File: config.mk
export PLATFORM = sky130hd
export DESIGN_NAME = div_sequencer
export DESIGN_NICKNAME = d
export VERILOG_FILES = /design/src/rtl/div_sequencer_pkg.sv /design/src/rtl/div_sequencer_step.sv /design/src/rtl/div_sequencer.sv
export SDC_FILE = /design/constraint.sdc
export NUM_CORES = 1
export LEC_CHECK = 0
export CAP_MARGIN = 30
export CORE_MARGIN = 10
export CORE_UTILIZATION = 30
export DETAILED_ROUTE_END_ITERATION = 16
export PLACE_DENSITY_LB_ADDON = 0.08
export SLEW_MARGIN = 15
export SYNTH_ARGS = -nofsm -noshare
export SYNTH_HDL_FRONTEND = slang
export SYNTH_SLANG_ARGS = --single-unit
File: constraint.sdc
create_clock -name clk -period 5.3 [get_ports clk]
set_input_delay 0.53 -clock clk [delete_from_list [all_inputs] [get_ports clk]]
set_output_delay 0.53 -clock clk [all_outputs]
set_load 0.05 [all_outputs]
File: src/rtl/div_sequencer_pkg.sv
// div_sequencer_pkg
// Shared types and constants for the RV32M divide/remainder sequencer.
//   div_state_e      : sequencer FSM state encoding (IDLE, CALC, FIX, DONE)
//   F3_*             : func3 encodings of the four M-extension divide ops
//   DIV_OVF_DIVIDEND : most-negative 32-bit value, the signed-overflow dividend
//   is_signed_op()   : true for DIV/REM, which operate on two's-complement values
package div_sequencer_pkg;

    typedef enum logic [1:0] {
        IDLE = 2'd0,
        CALC = 2'd1,
        FIX  = 2'd2,
        DONE = 2'd3
    } div_state_e;

    localparam logic [2:0] F3_DIV  = 3'b100;
    localparam logic [2:0] F3_DIVU = 3'b101;
    localparam logic [2:0] F3_REM  = 3'b110;
    localparam logic [2:0] F3_REMU = 3'b111;

    localparam logic [31:0] DIV_OVF_DIVIDEND = 32'h8000_0000;

    function automatic logic is_signed_op(input logic [2:0] f3);
        case (f3)
            F3_DIV, F3_REM:   is_signed_op = 1'b1;
            F3_DIVU, F3_REMU: is_signed_op = 1'b0;
            default:          is_signed_op = 1'b0;
        endcase
    endfunction

endpackage

File: src/rtl/div_sequencer_step.sv
// div_step
// One radix-2 restoring division iteration, purely combinational.
// Shifts {rem, quo} left by one, and if the shifted remainder is at least
// the divisor, subtracts the divisor and sets the new quotient LSB.
//   rem_i / quo_i : current partial remainder / quotient (dividend bits shift out of quo)
//   dvs_i         : divisor magnitude
//   rem_o / quo_o : values after this iteration
module div_step #(
    parameter int XLEN = 32
) (
    input  logic [XLEN-1:0] rem_i,
    input  logic [XLEN-1:0] quo_i,
    input  logic [XLEN-1:0] dvs_i,
    output logic [XLEN-1:0] rem_o,
    output logic [XLEN-1:0] quo_o
);

    // The shifted remainder needs XLEN+1 bits: rem < divisor, so 2*rem+1 may exceed XLEN bits.
    logic [XLEN:0]   rem_sh_s;
    logic [XLEN-1:0] diff_s;

    // Shift, compare and conditionally subtract.
    always_comb begin
        rem_sh_s = {rem_i, quo_i[XLEN-1]};
        // When the subtraction is taken the true difference is < divisor, so the low XLEN bits suffice.
        diff_s   = rem_sh_s[XLEN-1:0] - dvs_i;
        if (rem_sh_s >= {1'b0, dvs_i}) begin
            rem_o = diff_s;
            quo_o = {quo_i[XLEN-2:0], 1'b1};
        end else begin
            rem_o = rem_sh_s[XLEN-1:0];
            quo_o = {quo_i[XLEN-2:0], 1'b0};
        end
    end

endmodule

File: src/rtl/div_sequencer.sv
// div_sequencer
// Multi-cycle RV32M DIV/DIVU/REM/REMU unit beside the EX-stage ALU.
// Operands are latched as magnitudes, XLEN restoring iterations run in CALC,
// FIX restores signs and applies the RISC-V divide-by-zero / overflow results,
// and DONE presents the result with a one-cycle done pulse.
// Ports:
//   clk      : clock, rising edge
//   rst      : asynchronous active-low reset
//   start    : valid divide op from EX, sampled only in IDLE
//   func3    : 100 DIV, 101 DIVU, 110 REM, 111 REMU
//   dividend : rs1 value, divisor : rs2 value (latched on accept)
//   flush    : kills the operation in flight, masks start
//   busy     : stall request to the pipeline controller
//   done     : one-cycle pulse, result valid
//   result   : quotient or remainder, held until the next completed op
// Build option: define DIV_FASTPATH_EN to resolve divide-by-zero and signed
// overflow directly from IDLE to DONE (done one cycle after accept).
module div_sequencer
    import div_sequencer_pkg::*;
#(
    parameter int XLEN = 32
) (
    input  logic            clk,
    input  logic            rst,
    input  logic            start,
    input  logic [2:0]      func3,
    input  logic [XLEN-1:0] dividend,
    input  logic [XLEN-1:0] divisor,
    input  logic            flush,
    output logic            busy,
    output logic            done,
    output logic [XLEN-1:0] result
);

    localparam int CNT_W = $clog2(XLEN);
    localparam logic [XLEN-1:0] OVF_DVD = (XLEN == 32) ? XLEN'(DIV_OVF_DIVIDEND)
                                                       : {1'b1, {(XLEN-1){1'b0}}};
    localparam logic [XLEN-1:0] ALL_ONES = {XLEN{1'b1}};

    div_state_e        state_q, state_d;
    logic [CNT_W-1:0]  cnt_q, cnt_d;
    logic [XLEN-1:0]   quo_q, quo_d;
    logic [XLEN-1:0]   rem_q, rem_d;
    logic [XLEN-1:0]   dvs_q, dvs_d;
    logic [XLEN-1:0]   orig_q, orig_d;
    logic              qneg_q, qneg_d;
    logic              rneg_q, rneg_d;
    logic              sel_rem_q, sel_rem_d;
    logic              div0_q, div0_d;
    logic              ovf_q, ovf_d;
    logic [XLEN-1:0]   result_q, result_d;

    logic              accept_s;
    logic              signed_s;
    logic              div0_s;
    logic              ovf_s;
    logic [XLEN-1:0]   dvd_abs_s;
    logic [XLEN-1:0]   dvs_abs_s;
    logic [XLEN-1:0]   step_rem_s;
    logic [XLEN-1:0]   step_quo_s;
    logic [XLEN-1:0]   quo_fix_s;
    logic [XLEN-1:0]   rem_fix_s;
    logic [XLEN-1:0]   fix_result_s;
`ifdef DIV_FASTPATH_EN
    logic              special_s;
`endif

    // RISC-V mandated results for the two special cases: x/0 and MIN/-1.
    function automatic logic [XLEN-1:0] override_result(input logic            div0,
                                                        input logic            sel_rem,
                                                        input logic [XLEN-1:0] dvd);
        logic [XLEN-1:0] q;
        logic [XLEN-1:0] r;
        if (div0) begin
            q = ALL_ONES;
            r = dvd;
        end else begin
            q = OVF_DVD;
            r = {XLEN{1'b0}};
        end
        override_result = sel_rem ? r : q;
    endfunction

    div_step #(.XLEN(XLEN)) u_step (
        .rem_i (rem_q),
        .quo_i (quo_q),
        .dvs_i (dvs_q),
        .rem_o (step_rem_s),
        .quo_o (step_quo_s)
    );

    // Operand decode in IDLE: magnitudes, special-case detection and the accept condition.
    always_comb begin
        accept_s  = (state_q == IDLE) && start && !flush;
        signed_s  = is_signed_op(func3);
        div0_s    = (divisor == {XLEN{1'b0}});
        ovf_s     = signed_s && (dividend == OVF_DVD) && (divisor == ALL_ONES);
        // -MIN wraps to MIN, which is still the correct unsigned magnitude.
        dvd_abs_s = (signed_s && dividend[XLEN-1]) ? -dividend : dividend;
        dvs_abs_s = (signed_s && divisor[XLEN-1])  ? -divisor  : divisor;
`ifdef DIV_FASTPATH_EN
        special_s = div0_s || ovf_s;
`endif
    end

    // Sign restoration and override selection used in FIX.
    always_comb begin
        quo_fix_s = qneg_q ? -quo_q : quo_q;
        rem_fix_s = rneg_q ? -rem_q : rem_q;
        if (div0_q || ovf_q) begin
            fix_result_s = override_result(div0_q, sel_rem_q, orig_q);
        end else begin
            fix_result_s = sel_rem_q ? rem_fix_s : quo_fix_s;
        end
    end

    // FSM state register.
    always_ff @(posedge clk or negedge rst) begin
        if (!rst) begin
            state_q <= IDLE;
        end else begin
            state_q <= state_d;
        end
    end

    // FSM next-state logic; flush returns to IDLE from any busy/done state.
    always_comb begin
        state_d = state_q;
        case (state_q)
            IDLE: begin
                if (accept_s) begin
`ifdef DIV_FASTPATH_EN
                    state_d = special_s ? DONE : CALC;
`else
                    state_d = CALC;
`endif
                end else begin
                    state_d = IDLE;
                end
            end
            CALC: begin
                if (flush) begin
                    state_d = IDLE;
                end else if (cnt_q == {CNT_W{1'b0}}) begin
                    state_d = FIX;
                end else begin
                    state_d = CALC;
                end
            end
            FIX: begin
                if (flush) begin
                    state_d = IDLE;
                end else begin
                    state_d = DONE;
                end
            end
            DONE:    state_d = IDLE;
            default: state_d = IDLE;
        endcase
    end

    // FSM outputs; flush masks both the stall request and the done pulse.
    always_comb begin
        busy = accept_s || (((state_q == CALC) || (state_q == FIX)) && !flush);
        done = (state_q == DONE) && !flush;
    end

    // Datapath next-state: operand latch, iteration, and result update.
    always_comb begin
        cnt_d     = cnt_q;
        quo_d     = quo_q;
        rem_d     = rem_q;
        dvs_d     = dvs_q;
        orig_d    = orig_q;
        qneg_d    = qneg_q;
        rneg_d    = rneg_q;
        sel_rem_d = sel_rem_q;
        div0_d    = div0_q;
        ovf_d     = ovf_q;
        result_d  = result_q;
        case (state_q)
            IDLE: begin
                if (accept_s) begin
                    cnt_d     = CNT_W'(XLEN - 1);
                    quo_d     = dvd_abs_s;
                    rem_d     = {XLEN{1'b0}};
                    dvs_d     = dvs_abs_s;
                    orig_d    = dividend;
                    qneg_d    = signed_s && (dividend[XLEN-1] ^ divisor[XLEN-1]) && !div0_s;
                    rneg_d    = signed_s && dividend[XLEN-1];
                    sel_rem_d = func3[1];
                    div0_d    = div0_s;
                    ovf_d     = ovf_s;
`ifdef DIV_FASTPATH_EN
                    if (special_s) begin
                        result_d = override_result(div0_s, func3[1], dividend);
                    end else begin
                        result_d = result_q;
                    end
`endif
                end else begin
                    cnt_d = cnt_q;
                end
            end
            CALC: begin
                if (!flush) begin
                    quo_d = step_quo_s;
                    rem_d = step_rem_s;
                    cnt_d = cnt_q - CNT_W'(1);
                end else begin
                    cnt_d = cnt_q;
                end
            end
            FIX: begin
                if (!flush) begin
                    result_d = fix_result_s;
                end else begin
                    result_d = result_q;
                end
            end
            DONE:    result_d = result_q;
            default: result_d = result_q;
        endcase
    end

    // Datapath registers.
    always_ff @(posedge clk or negedge rst) begin
        if (!rst) begin
            cnt_q     <= {CNT_W{1'b0}};
            quo_q     <= {XLEN{1'b0}};
            rem_q     <= {XLEN{1'b0}};
            dvs_q     <= {XLEN{1'b0}};
            orig_q    <= {XLEN{1'b0}};
            qneg_q    <= 1'b0;
            rneg_q    <= 1'b0;
            sel_rem_q <= 1'b0;
            div0_q    <= 1'b0;
            ovf_q     <= 1'b0;
            result_q  <= {XLEN{1'b0}};
        end else begin
            cnt_q     <= cnt_d;
            quo_q     <= quo_d;
            rem_q     <= rem_d;
            dvs_q     <= dvs_d;
            orig_q    <= orig_d;
            qneg_q    <= qneg_d;
            rneg_q    <= rneg_d;
            sel_rem_q <= sel_rem_d;
            div0_q    <= div0_d;
            ovf_q     <= ovf_d;
            result_q  <= result_d;
        end
    end

    assign result = result_q;

endmodule

### Word level (Yosys, flattened, before mapping)

Index checks and enable logic that the tools add are counted.

| cells by class | value |
|---|---|
| add/subtract/negate cells | 6 |
| order comparisons | 1 |
| eq/ne operators | 9 |
| multiplexer cells | 26 |
| bitwise logic cells | 2 |
| reduce and logical (&&, ||, !) cells | 23 |

Operators by type and width:

| kind | number |
|---|---|
| $mux 32 | 13 |
| $neg 32->32 | 4 |
| $pmux 32 s2 | 2 |
| $eq 32x32->1 const B | 2 |
| $ge 33x32->1 | 1 |
| $logic_not 32->1 | 1 |
| $sub 32x32->32 | 1 |
| $mux 31 | 1 |
| $logic_and 1x1->1 | 10 |
| $mux 5 | 2 |
| $pmux 5 s2 | 1 |
| $pmux 2 s4 | 1 |
| $eq 3x3->1 const B | 2 |
| $mux 2 | 3 |
| $logic_not 5->1 | 1 |
| $sub 5x1->5 const B | 1 |
| $eq 2x2->1 const B | 2 |
| $ne 2x2->1 const B | 2 |
| $reduce_and 2->1 | 2 |
| $logic_or 1x1->1 | 3 |
| $mux 1 | 3 |
| $reduce_and 3->1 | 1 |
| $eq 2x1->1 const B | 1 |
| $logic_not 1->1 | 2 |
| 5 further kinds | 5 |

| word-level totals | value |
|---|---|
| bits in registers | 172 |
| bits of input ports | 71 |
| output and inout bits | 34 |
| word-level logic and storage cells | 79 |

### Logic depth before layout (Yosys ltp)

Gate-level depths: netlist of run 1.

| depth | value |
|---|---|
| word-level depth | 7 |
| gate-level depth with buffers | 12 |
| gate-level depth less buffers | 12 |

### By module

From an unflattened synthesis of run 1, not the netlist that was laid out.

| unflattened totals | value |
|---|---|
| cell total of the unflattened synthesis | 1506 |
| area, all modules | 12659.6 um2 |

Modules (own cells, without submodules):

| module | times used | cells each | area each (um2) | sequential area each (um2) |
|---|---|---|---|---|
| div_sequencer | 1 | 1152 | 10095.9 | 4304.1 |
| div_step | 1 | 354 | 2563.7 | 0.0 |

### Worst setup path before layout of run 1

Ideal clock, no wire load.

| path | value |
|---|---|
| path kind | reg-to-reg |
| start point | register rem_q[16] |
| end point | register rem_q[19] |
| library setup time | 0.122 ns |
| arrival time | 2.783 ns |
| required time | 5.178 ns |
| slack | 2.395 ns |
| stages on the path, launching flop included | 11 |
| path buffers | 2 |
| clock period less this slack | 2.905 ns |
| cell sequence | dfrtp_1 -> ha_1 -> clkbuf_1 -> nand3_1 -> nor4_1 -> and3_1 -> a221oi_1 -> a31oi_2 -> buf_2 -> nand3_1 -> a32o_1 |

| on the way | value |
|---|---|
| word-level cells in the longest chain between the ends | 4 |
| elaborated cells on any way between the ends | 5 |
| classes of those cells | add/sub (1); order compare (1); mux (3) |

RTL lines:

| item | line | RTL |
|---|---|---|
| from (decl) | div_sequencer.sv:43 | `logic [XLEN-1:0] rem_q, rem_d;` |
| from (signal assigned) | div_sequencer.sv:231 | `rem_q <= {XLEN{1'b0}};` |
| from (signal assigned) | div_sequencer.sv:243 | `rem_q <= rem_d;` |
| $sub 32x32->32 / $ge 33x32->1 (equally long branches) | div_sequencer_step.sv:26, div_sequencer_step.sv:27 |  |
| $mux 32 (*) | div_sequencer_step.sv:27 | `if (rem_sh_s >= {1'b0, dvs_i}) begin` |
| $mux 32 (*) | div_sequencer.sv:206 | `if (!flush) begin` |
| $pmux 32 s2 (*) | div_sequencer.sv:181 | `case (state_q)` |

Mark *: on every way between the ends. The rest lies on a longest branch, timed or not. The select of a mux whose other input is x is not followed.
A chain may end at the register's enable or synchronous reset.

### Worst setup path in the final report of run 1

| path | value |
|---|---|
| start point | register rem_q[14] |
| end point | register rem_q[3] |

| on the way | value |
|---|---|
| word-level cells in the longest chain between the ends | 4 |

RTL lines:

| item | line |
|---|---|
| $ge 33x32->1 | div_sequencer_step.sv:27 |
| $mux 32 | div_sequencer_step.sv:27 |
| $mux 32 | div_sequencer.sv:206 |
| $pmux 32 s2 | div_sequencer.sv:181 |

Every way passes these cells. The select of a mux whose other input is x is not followed.

==> results of run 1 <==
-- registers in the layout (all words and copies together) (netlist names), 2 cells and up --
name     cells
orig_q      32
result      32
dvs_q       32
rem_q       32
state_q      2
quo_q       32
cnt_q        5
-- Yosys cell counts (4+ instances only) --
library cell | n | area (um2)
and3_1 | 11 | 68.8
and2_1 | 6 | 37.5
nand2b_1 | 10 | 62.6
a22oi_1 | 12 | 90.1
nor2b_1 | 8 | 50.1
or4_1 | 10 | 75.1
inv_1 | 60 | 225
nand4_1 | 17 | 106
o21bai_1 | 4 | 30.0
a21oi_1 | 80 | 400
xnor2_1 | 69 | 604
a211o_1 | 5 | 43.8
a211oi_1 | 8 | 60.1
nand3_1 | 24 | 120
o31ai_1 | 29 | 218
mux2i_1 | 24 | 240
buf_1 | 5 | 18.8
clkbuf_1 | 64 | 240
nand2_1 | 179 | 672
o22ai_1 | 10 | 62.6
dfrtp_1 | 172 | 4300
o221ai_1 | 12 | 105
a221oi_1 | 9 | 78.8
o41ai_1 | 16 | 140
or2_2 | 4 | 25.0
clkbuf_8 | 6 | 82.6
a31oi_1 | 15 | 93.8
ha_1 | 42 | 526
a2bb2oi_1 | 7 | 61.3
nor3_1 | 31 | 155
mux2_2 | 33 | 372
o211ai_1 | 19 | 143
or4_4 | 6 | 67.6
xor2_1 | 75 | 657
o21a_1 | 4 | 30.0
nor2_1 | 93 | 349
a21o_1 | 15 | 113
or3_1 | 13 | 81.3
o21ai_0 | 165 | 826
nor4_1 | 14 | 87.6
-- worst max-delay path, delay by kind of cell, from the launching register on --
| kind | cells | cell delay [ns] |
|---|---|---|
| AO/OA/AOI/OAI | 3 | 0.76 |
| buffers and inverters | 1 | 0.45 |
| AND/OR/NAND/NOR | 3 | 0.89 |
| adder cells (fa/ha/maj) | 1 | 0.53 |
| multiplexers | 1 | 0.25 |
| flip-flops | 1 | 0.47 |
-- area by class of cell --
class	instances	area share, %
Multi-Input combinational cell	1120	51.0
Sequential cell	172	30.0
Timing Repair Buffer	122	8.25
Tap cell	525	4.58
Clock buffer	22	3.31
Inverter	60	1.57
Clock inverter	10	1.30
-- layer usage --
layer	vias up	wire length, um	share of wire (%)	GRT usage (%)
met5	-	0	0	0
met4	0	728	1.7	4.37
met3	36	1370	3.3	2.66
met2	188	19100	46	26.5
met1	5217	20500	49	23.4
li1	5289	-	-	-
-- path summary, 6_finish.rpt --
kind / start / endpoint / depth (start not counted)
max: rem_q[14]$_DFFE_PN0P_ / rem_q[3]$_DFFE_PN0P_ / 9
max in group asynchronous: rst / rem_q[24]$_DFFE_PN0P_ / 2
min reg2reg: result[0]$_DFFE_PN0P_ / result[0]$_DFFE_PN0P_ / 2
min: rst / orig_q[22]$_DFFE_PN0P_ / 1
max reg2reg: rem_q[14]$_DFFE_PN0P_ / rem_q[3]$_DFFE_PN0P_ / 9
min in group clk: result[0]$_DFFE_PN0P_ / result[0]$_DFFE_PN0P_ / 2
-- where the power goes --
group | switching, W | total [W] | internal [W]
registers | 0.000163 | 0.00164 | 0.00148
logic | 0.000649 | 0.00109 | 0.000444
clock network | 0.000581 | 0.00146 | 0.000875
total | 0.00139 | 0.00419 | 0.00280
-- kinds of logic (layout without fill, tap and decap cells) --
logic type | Yosys count | in the layout | share of synthesized area (%)
AOI/OAI and AO/OA | 435 | 435 | 22.5
xor gates and xnor gates | 144 | 144 | 10.3
adders and majority gates | 43 | 43 | 4.47
buffers and inverters | 140 | 214 | 5.03
DFF | 172 | 172 | 35.3
muxes | 57 | 57 | 5.02
and+or+nand+nor | 441 | 441 | 17.3
-- stage by stage --
stage,hold WS [ns],cell area [um2],std cells,power (W)
4_1_cts,0.176,14300,2030,0.00423
3_5_place_dp,0.469,13700,1998,0.00276
3_3_place_gp,0.466,13700,1998,0.00276
6_report,0.129,14300,2031,0.00419
5_1_grt,0.187,14300,2031,0.00443
2_1_floorplan,0.234,12200,1432,0.00237
==> out/metrics.yaml, run 1 <==
worst_pin_slew_ns: 1.02
insertion_delay_ns: 0.47
post-route-min-period_ns: 3.53
leakagePower_nw: 5.86
max_freq_mhz: 284
first_pass_iters: 5
hold_path.class: "in -> async"
path_class: "reg -> reg"
cts_tree: "done"
critPathLaunchType: "flip-flop"
layout-drive-gt1-share_pct: 7.17
grt_start_max_net_pins: 84
fin_skew_ns: 0.0154
ys_types: 72
slowest_delay_ns: 0.56
wire_per_inst_um: 20.6
antenna_found_initial: 0
status: "completed"
portBuffers: 104
dpl.hpwl_um: 31100
async_reset_ff_share_pct: 100
multi_input_area_um2: 7310
synth_warnings: 0
grt_pass1_wl_um: 65800
rsz0062_at_grt: "no"
gr-total-overflow: 0
netlist_instances: 1432
cts_sinks: 172
max_slew_margin_pct: 32.0
n_fill_cell: 4200
p_per_area_nw_per_um2: 292
crit_path_cell_trace: "ha_1 -> nand3_1 -> nor4_1 -> and3_1 -> a221oi_1 -> a31oi_4 -> buf_4 -> mux2i_1 -> o21ai_0"
fin_setup_tns_ns: 0
ys_ff_latch: 172
dieArea_um2: 49100
die_w_um: 222
register_area_um2: 4300
fp.dieH_um: 222
syn_nets: 1546
crit_fanout: 21
synth_ff_type: "dfrtp_1"
grt_use_total_pct: 16.8
vdd_drop_max_v: 0.000224
layout.nets: 1607
cts_buffers: 17
ctsHoldBuffers: 0
drtIter0Drc: 689
drt_wl_total_um: 41700
cts_buffer_depth: 2
r2r_setup_slack_ns: 1.77
core_um2: 40000
pre_cts_ws_ns: 1.48
report.final.slew_viol_count: 0
finalCritPeriodShare_pct: 66.5
initial_core_util_pct: 30.5
path_clk_slew_ns: 0.08
required_ns: 5.61
area_delta_synth_final_pct: 17.5
num_rows: 73
final_common_cell: "nand2_1"
setup_viol: 0
root_buffer: "clkbuf_16"
final_core_util_pct: 35.8
htree_levels: 4
synth.cell_area_um2: 12200
post-route-drc-count: 0
syn_area_per_cell_um2: 8.52
final_cell_mix: "nand2_1, dfrtp_1, o21ai_0"
via_per_inst: 5.28
diodes: 0
slowest_stage: "a31oi_4"
ys_seq_area_share_pct: 35.3
grt_pass1_vias: 10700
num_io_pins: 105
vias: 10700
postCtsSetupRepairBufs: 0
synth-edff-count: 0
end_kind: "flip-flop"
finalHoldViolCount: 0
gp_congestion: 0.822
ctsResizeCount: 0
arrival_ns: 3.83
setup_ws_ns: 1.77
drv_cap: 0
drtAntennaViolNets: 0
No activity file was read; power rests on OpenSTA's default activity.
==> run 2, diff against run 1 <==
- clock period: 5.3 -> 3.5 ns (I/O delays scaled with it)
==> out/metrics.yaml, run 2 (synthesis gave the netlist of run 1 again) <==
status: "completed"
p_per_area_nw_per_um2: 419
slowest_stage: "dfrtp_1"
fin_skew_ns: 0.0161
setup_viol: 0
holdWs_ns: 0.477
antenna_found_initial: 0
final_cell_mix: "nand2_1, dfrtp_1, o21ai_0"
grt_pass1_wl_um: 66000
critPathLaunchType: "flip-flop"
finalCritPeriodShare_pct: 92.0
leakagePower_nw: 6.03
cts_sinks: 172
r2r-end: "rem_q[0]$_DFFE_PN0P_"
slowest_delay_ns: 0.46
startpoint: "rem_q[7]$_DFFE_PN0P_"
hold_path.class: "reg -> reg"
post-route-drc-count: 0
path_clk_slew_ns: 0.08
rsz0062_at_grt: "no"
post-route-min-period_ns: 3.22
end_kind: "flip-flop"
ctsHoldBuffers: 1
gp_congestion: 0.851
layout.nets: 1646
dpl.hpwl_um: 32200
vdd_drop_max_v: 0.000298
required_ns: 3.86
dieArea_um2: 49100
grt_start_max_net_pins: 85
holdPathEnd: "dvs_q[6]$_DFFE_PN0P_"
r2r_setup_slack_ns: 0.28
dp_cells: 2037
drtAntennaViolNets: 0
insertion_delay_ns: 0.45
arrival_ns: 3.58
area_delta_synth_final_pct: 19.5
postCtsSetupRepairBufs: 0
crit_path_cell_trace: "ha_1 -> a21o_1 -> a31o_2 -> a21oi_1 -> nand2_1 -> a221oi_1 -> a31oi_4 -> buf_12 -> and2_1 -> o32ai_1"
fp.dieH_um: 222
initial_core_util_pct: 30.5
reg2reg_depth: 10
layout-drive-gt1-share_pct: 9.46
vias: 11000
num_io_pins: 105
final_common_cell: "nand2_1"
core_um2: 40000
whs_path_depth: 2
cts_buffers: 17
via_per_inst: 5.32
report.final.slew_viol_count: 0
wire_per_inst_um: 20.6
drtIter0Drc: 924
worst_pin_slew_ns: 0.959
max_slew_margin_pct: 36.1
num_rows: 73
cpLargestDelayFamily: "compound AO/OA/AOI/OAI gates"
drv_cap: 0
top_layer: "met4"
max_freq_mhz: 311
cts_buffer_depth: 2
wl_met1_um: 20900
crit_buf_inv: 1
n_fill_cell: 4191
finalHoldViolCount: 0
gr-total-overflow: 0
wl_met3_um: 1420
grt_pass1_vias: 10800
fin_cells: 2069
path_class: "reg -> reg"
drt_wl_total_um: 42600
fin_setup_tns_ns: 0
root_buffer: "clkbuf_16"
htree_levels: 4
met2_wirelength_um: 20000
diodes: 0
reg2reg_from: "rem_q[7]$_DFFE_PN0P_"
ctsResizeCount: 0
cts_tree: "done"
grt_use_total_pct: 16.9
portBuffers: 104
crit_fanout: 22
die_w_um: 222
worstHoldStart: "dvs_q[6]$_DFFE_PN0P_"
first_pass_iters: 8
## run 2: how the worst max path moves through the flow
stage	endpoint	slack, ns	depth (start not counted)
after CTS	rem_q[0]$_DFFE_PN0P_	0.30	10
after detailed placement	quo_q[29]$_DFFE_PN0P_	0.26	10
after floorplan	rem_q[19]$_DFFE_PN0P_	0.60	10
after global placement	quo_q[29]$_DFFE_PN0P_	0.26	10
after global routing	rem_q[0]$_DFFE_PN0P_	0.04	10
final	rem_q[0]$_DFFE_PN0P_	0.28	10
## run 2: through the flow
step	area (um2)	worst slack [ns]	utilization (%)	total power [W]
after floorplan	12200	0.595	-	0.00359
after global placement	14000	0.260	35.0	0.00422
after detailed placement	14000	0.264	35.0	0.00423
after CTS	14600	0.296	36.4	0.00618
after global routing	14600	0.0417	36.4	0.00647
final	14600	0.279	36.4	0.00611
## run 2: worst reg2reg max path, stage by stage, from the launching register on
cell and delay [ns]:
dfrtp_1 0.46, ha_1 0.44, a21o_1 0.24, a31o_2 0.22, a21oi_1 0.36, nand2_1 0.15, a221oi_1 0.43, a31oi_4 0.18
buf_12 0.22, and2_1 0.18, o32ai_1 0.24
## run 2: layout make-up
class	count	area [um2]	share of cell area, %
clock buffer	21	470	3.23
clock inverter	10	92.6	0.635
inverter	60	225	1.55
multi-input combinational	1120	7300	50.1
sequential	172	4300	29.5
tap	525	657	4.51
timing repair buffer	161	1520	10.4
## run 2: per-layer routing
| metal | vias up | GRT usage (%) |
|---|---|---|
| li1 | 5366 | - |
| met1 | 5413 | 23.7 |
| met2 | 201 | 27.1 |
| met3 | 22 | 2.66 |
| met4 | 0 | 3.04 |
| met5 | - | 0 |
## run 2: power by group
| part | switching (W) | total, W | internal, W |
|---|---|---|---|
| Clock | 0.000886 | 0.00192 | 0.00103 |
| Sequential | 0.000269 | 0.00251 | 0.00224 |
| Combinational | 0.000980 | 0.00168 | 0.000703 |
| Total | 0.00213 | 0.00611 | 0.00397 |
==> run 3, diff against run 2 <==
- CORE_ASPECT_RATIO: not set -> 2
==> out/metrics.yaml, run 3 (synthesis gave the netlist of run 1 again) <==
vdd_drop_max_v: 0.000288
grt_use_total_pct: 17.7
via_per_inst: 5.22
reg2reg_depth: 10
cts_buffers: 17
p_per_area_nw_per_um2: 423
initial_core_util_pct: 30.3
dp_cells: 2042
area_delta_synth_final_pct: 20.0
grt_start_max_net_pins: 80
worstHoldStart: "dvs_q[20]$_DFFE_PN0P_"
slowest_delay_ns: 0.49
wire_per_inst_um: 21.1
crit_buf_inv: 1
cpLargestDelayFamily: "compound AO/OA/AOI/OAI gates"
gr-total-overflow: 0
report.final.slew_viol_count: 0
hold_path.class: "reg -> reg"
path_class: "reg -> reg"
postCtsSetupRepairBufs: 0
post-route-min-period_ns: 3.18
fin_skew_ns: 0.0164
antenna_found_initial: 0
r2r-end: "rem_q[0]$_DFFE_PN0P_"
final_core_util_pct: 36.4
first_pass_iters: 5
required_ns: 3.85
setup_viol: 0
power_frac_comb_pct: 27.5
fin_setup_tns_ns: 0
drtAntennaViolNets: 0
core_um2: 40200
crit_fanout: 22
cts_tree: "done"
leakagePower_nw: 6.05
status: "completed"
path_clk_slew_ns: 0.07
dieArea_um2: 49600
slowest_stage: "dfrtp_1"
grt_pass1_vias: 11500
final_common_cell: "nand2_1"
holdPathEnd: "dvs_q[20]$_DFFE_PN0P_"
root_buffer: "clkbuf_16"
drv_cap: 0
dpl.hpwl_um: 34200
cts_buffer_depth: 2
reg2reg_from: "rem_q[5]$_DFFE_PN0P_"
r2r_setup_slack_ns: 0.32
fin_cells: 2076
drt_wl_total_um: 43800
finalHoldViolCount: 0
power.total_w: 0.00620
vias: 10800
p_sw_share_pct: 35.2
end_kind: "flip-flop"
cts_sinks: 172
worst_pin_slew_ns: 0.819
arrival_ns: 3.53
intPower_w: 0.00402
htree_levels: 4
drtIter0Drc: 575
final_cell_mix: "nand2_1, dfrtp_1, o21ai_0"
grt_pass1_wl_um: 68400
p_switching_w: 0.00218
post-route-drc-count: 0
num_io_pins: 105
critPathLaunchType: "flip-flop"
layout.nets: 1647
max_slew_margin_pct: 45.4
max_freq_mhz: 314
num_rows: 104
holdWs_ns: 0.478
gp_congestion: 0.848
p_clk_share_pct: 32.1
diodes: 0
seqPwrFrac_pct: 40.4
finalCritPeriodShare_pct: 91.0
layout-drive-gt1-share_pct: 9.64
die_w_um: 163
insertion_delay_ns: 0.46
whs_path_depth: 2
rsz0062_at_grt: "no"
portBuffers: 104
crit_path_cell_trace: "ha_1 -> a21o_1 -> a31o_2 -> a21oi_1 -> nand2_1 -> a221oi_1 -> a31oi_4 -> buf_12 -> and2_1 -> o32ai_1"
fp.dieH_um: 305
-- run 3: cell count changes in the layout (fill, tap and decap cells not counted), sizes merged --
cell and change:
inv +5, bufinv +1, buf +1, clkbuf -3, clkinvlp -2
-- run 3: power by group through the flow --
stage               Combinational, W  Sequential, W  Clock [W]
floorplan                    0.00111        0.00248          0
global placement             0.00171        0.00254          0
detailed placement           0.00172        0.00255          0
CTS                          0.00173        0.00251    0.00204
global route                 0.00191        0.00254    0.00213
finish                       0.00171        0.00251    0.00199
-- run 3: how the worst max path moves through the flow --
stage	startpoint	to	cells past startpoint
CTS	rem_q[0]$_DFFE_PN0P_	result[30]$_DFFE_PN0P_	11
global route	rem_q[0]$_DFFE_PN0P_	result[30]$_DFFE_PN0P_	11
floorplan	rem_q[16]$_DFFE_PN0P_	rem_q[19]$_DFFE_PN0P_	10
global placement	rem_q[0]$_DFFE_PN0P_	result[30]$_DFFE_PN0P_	11
detailed placement	rem_q[0]$_DFFE_PN0P_	result[30]$_DFFE_PN0P_	11
finish	rem_q[5]$_DFFE_PN0P_	rem_q[0]$_DFFE_PN0P_	10
-- run 3: metrics by stage --
step / area [um2] / worst slack (ns)
2_1_floorplan: 12200 / 0.595
3_3_place_gp: 14000 / 0.130
3_5_place_dp: 14000 / 0.120
4_1_cts: 14600 / 0.118
5_1_grt: 14600 / 0.136
6_report: 14600 / 0.315
-- run 3: per-layer routing --
metal / global-route usage (%) / share of wire [%] / up-vias
met2: 35.7 / 58 / 150
li1: - / - / 5370
met5: 0 / 0 / -
met1: 18.0 / 38 / 5278
met3: 1.95 / 1.6 / 42
met4: 6.02 / 2.6 / 0
-- run 3: area by class of cell --
type / count / area [um2]
Multi-Input combinational cell: 1120 / 7310
Clock buffer: 18 / 429
Inverter: 60 / 225
Fill cell: 4226 / 25600
Sequential cell: 172 / 4300
Clock inverter: 14 / 159
Tap cell: 530 / 663
Timing Repair Buffer: 162 / 1550
-- run 3: repair_timing --
| action | 4_1_cts | 5_1_grt |
|---|---|---|
| hold buffers | 1 | 0 |
| hold endpoints to repair | 11 | 0 |
| resized for setup | 0 | 1 |
| setup endpoints to repair | 0 | 1 |
-- run 3: worst min-delay path: cells and delay by family (launching register included) --
kind | cells | cell delay (ns)
AO/OA/AOI/OAI | 1 | 0.06
AND/OR/NAND/NOR | 1 | 0.04
flip-flops | 1 | 0.34
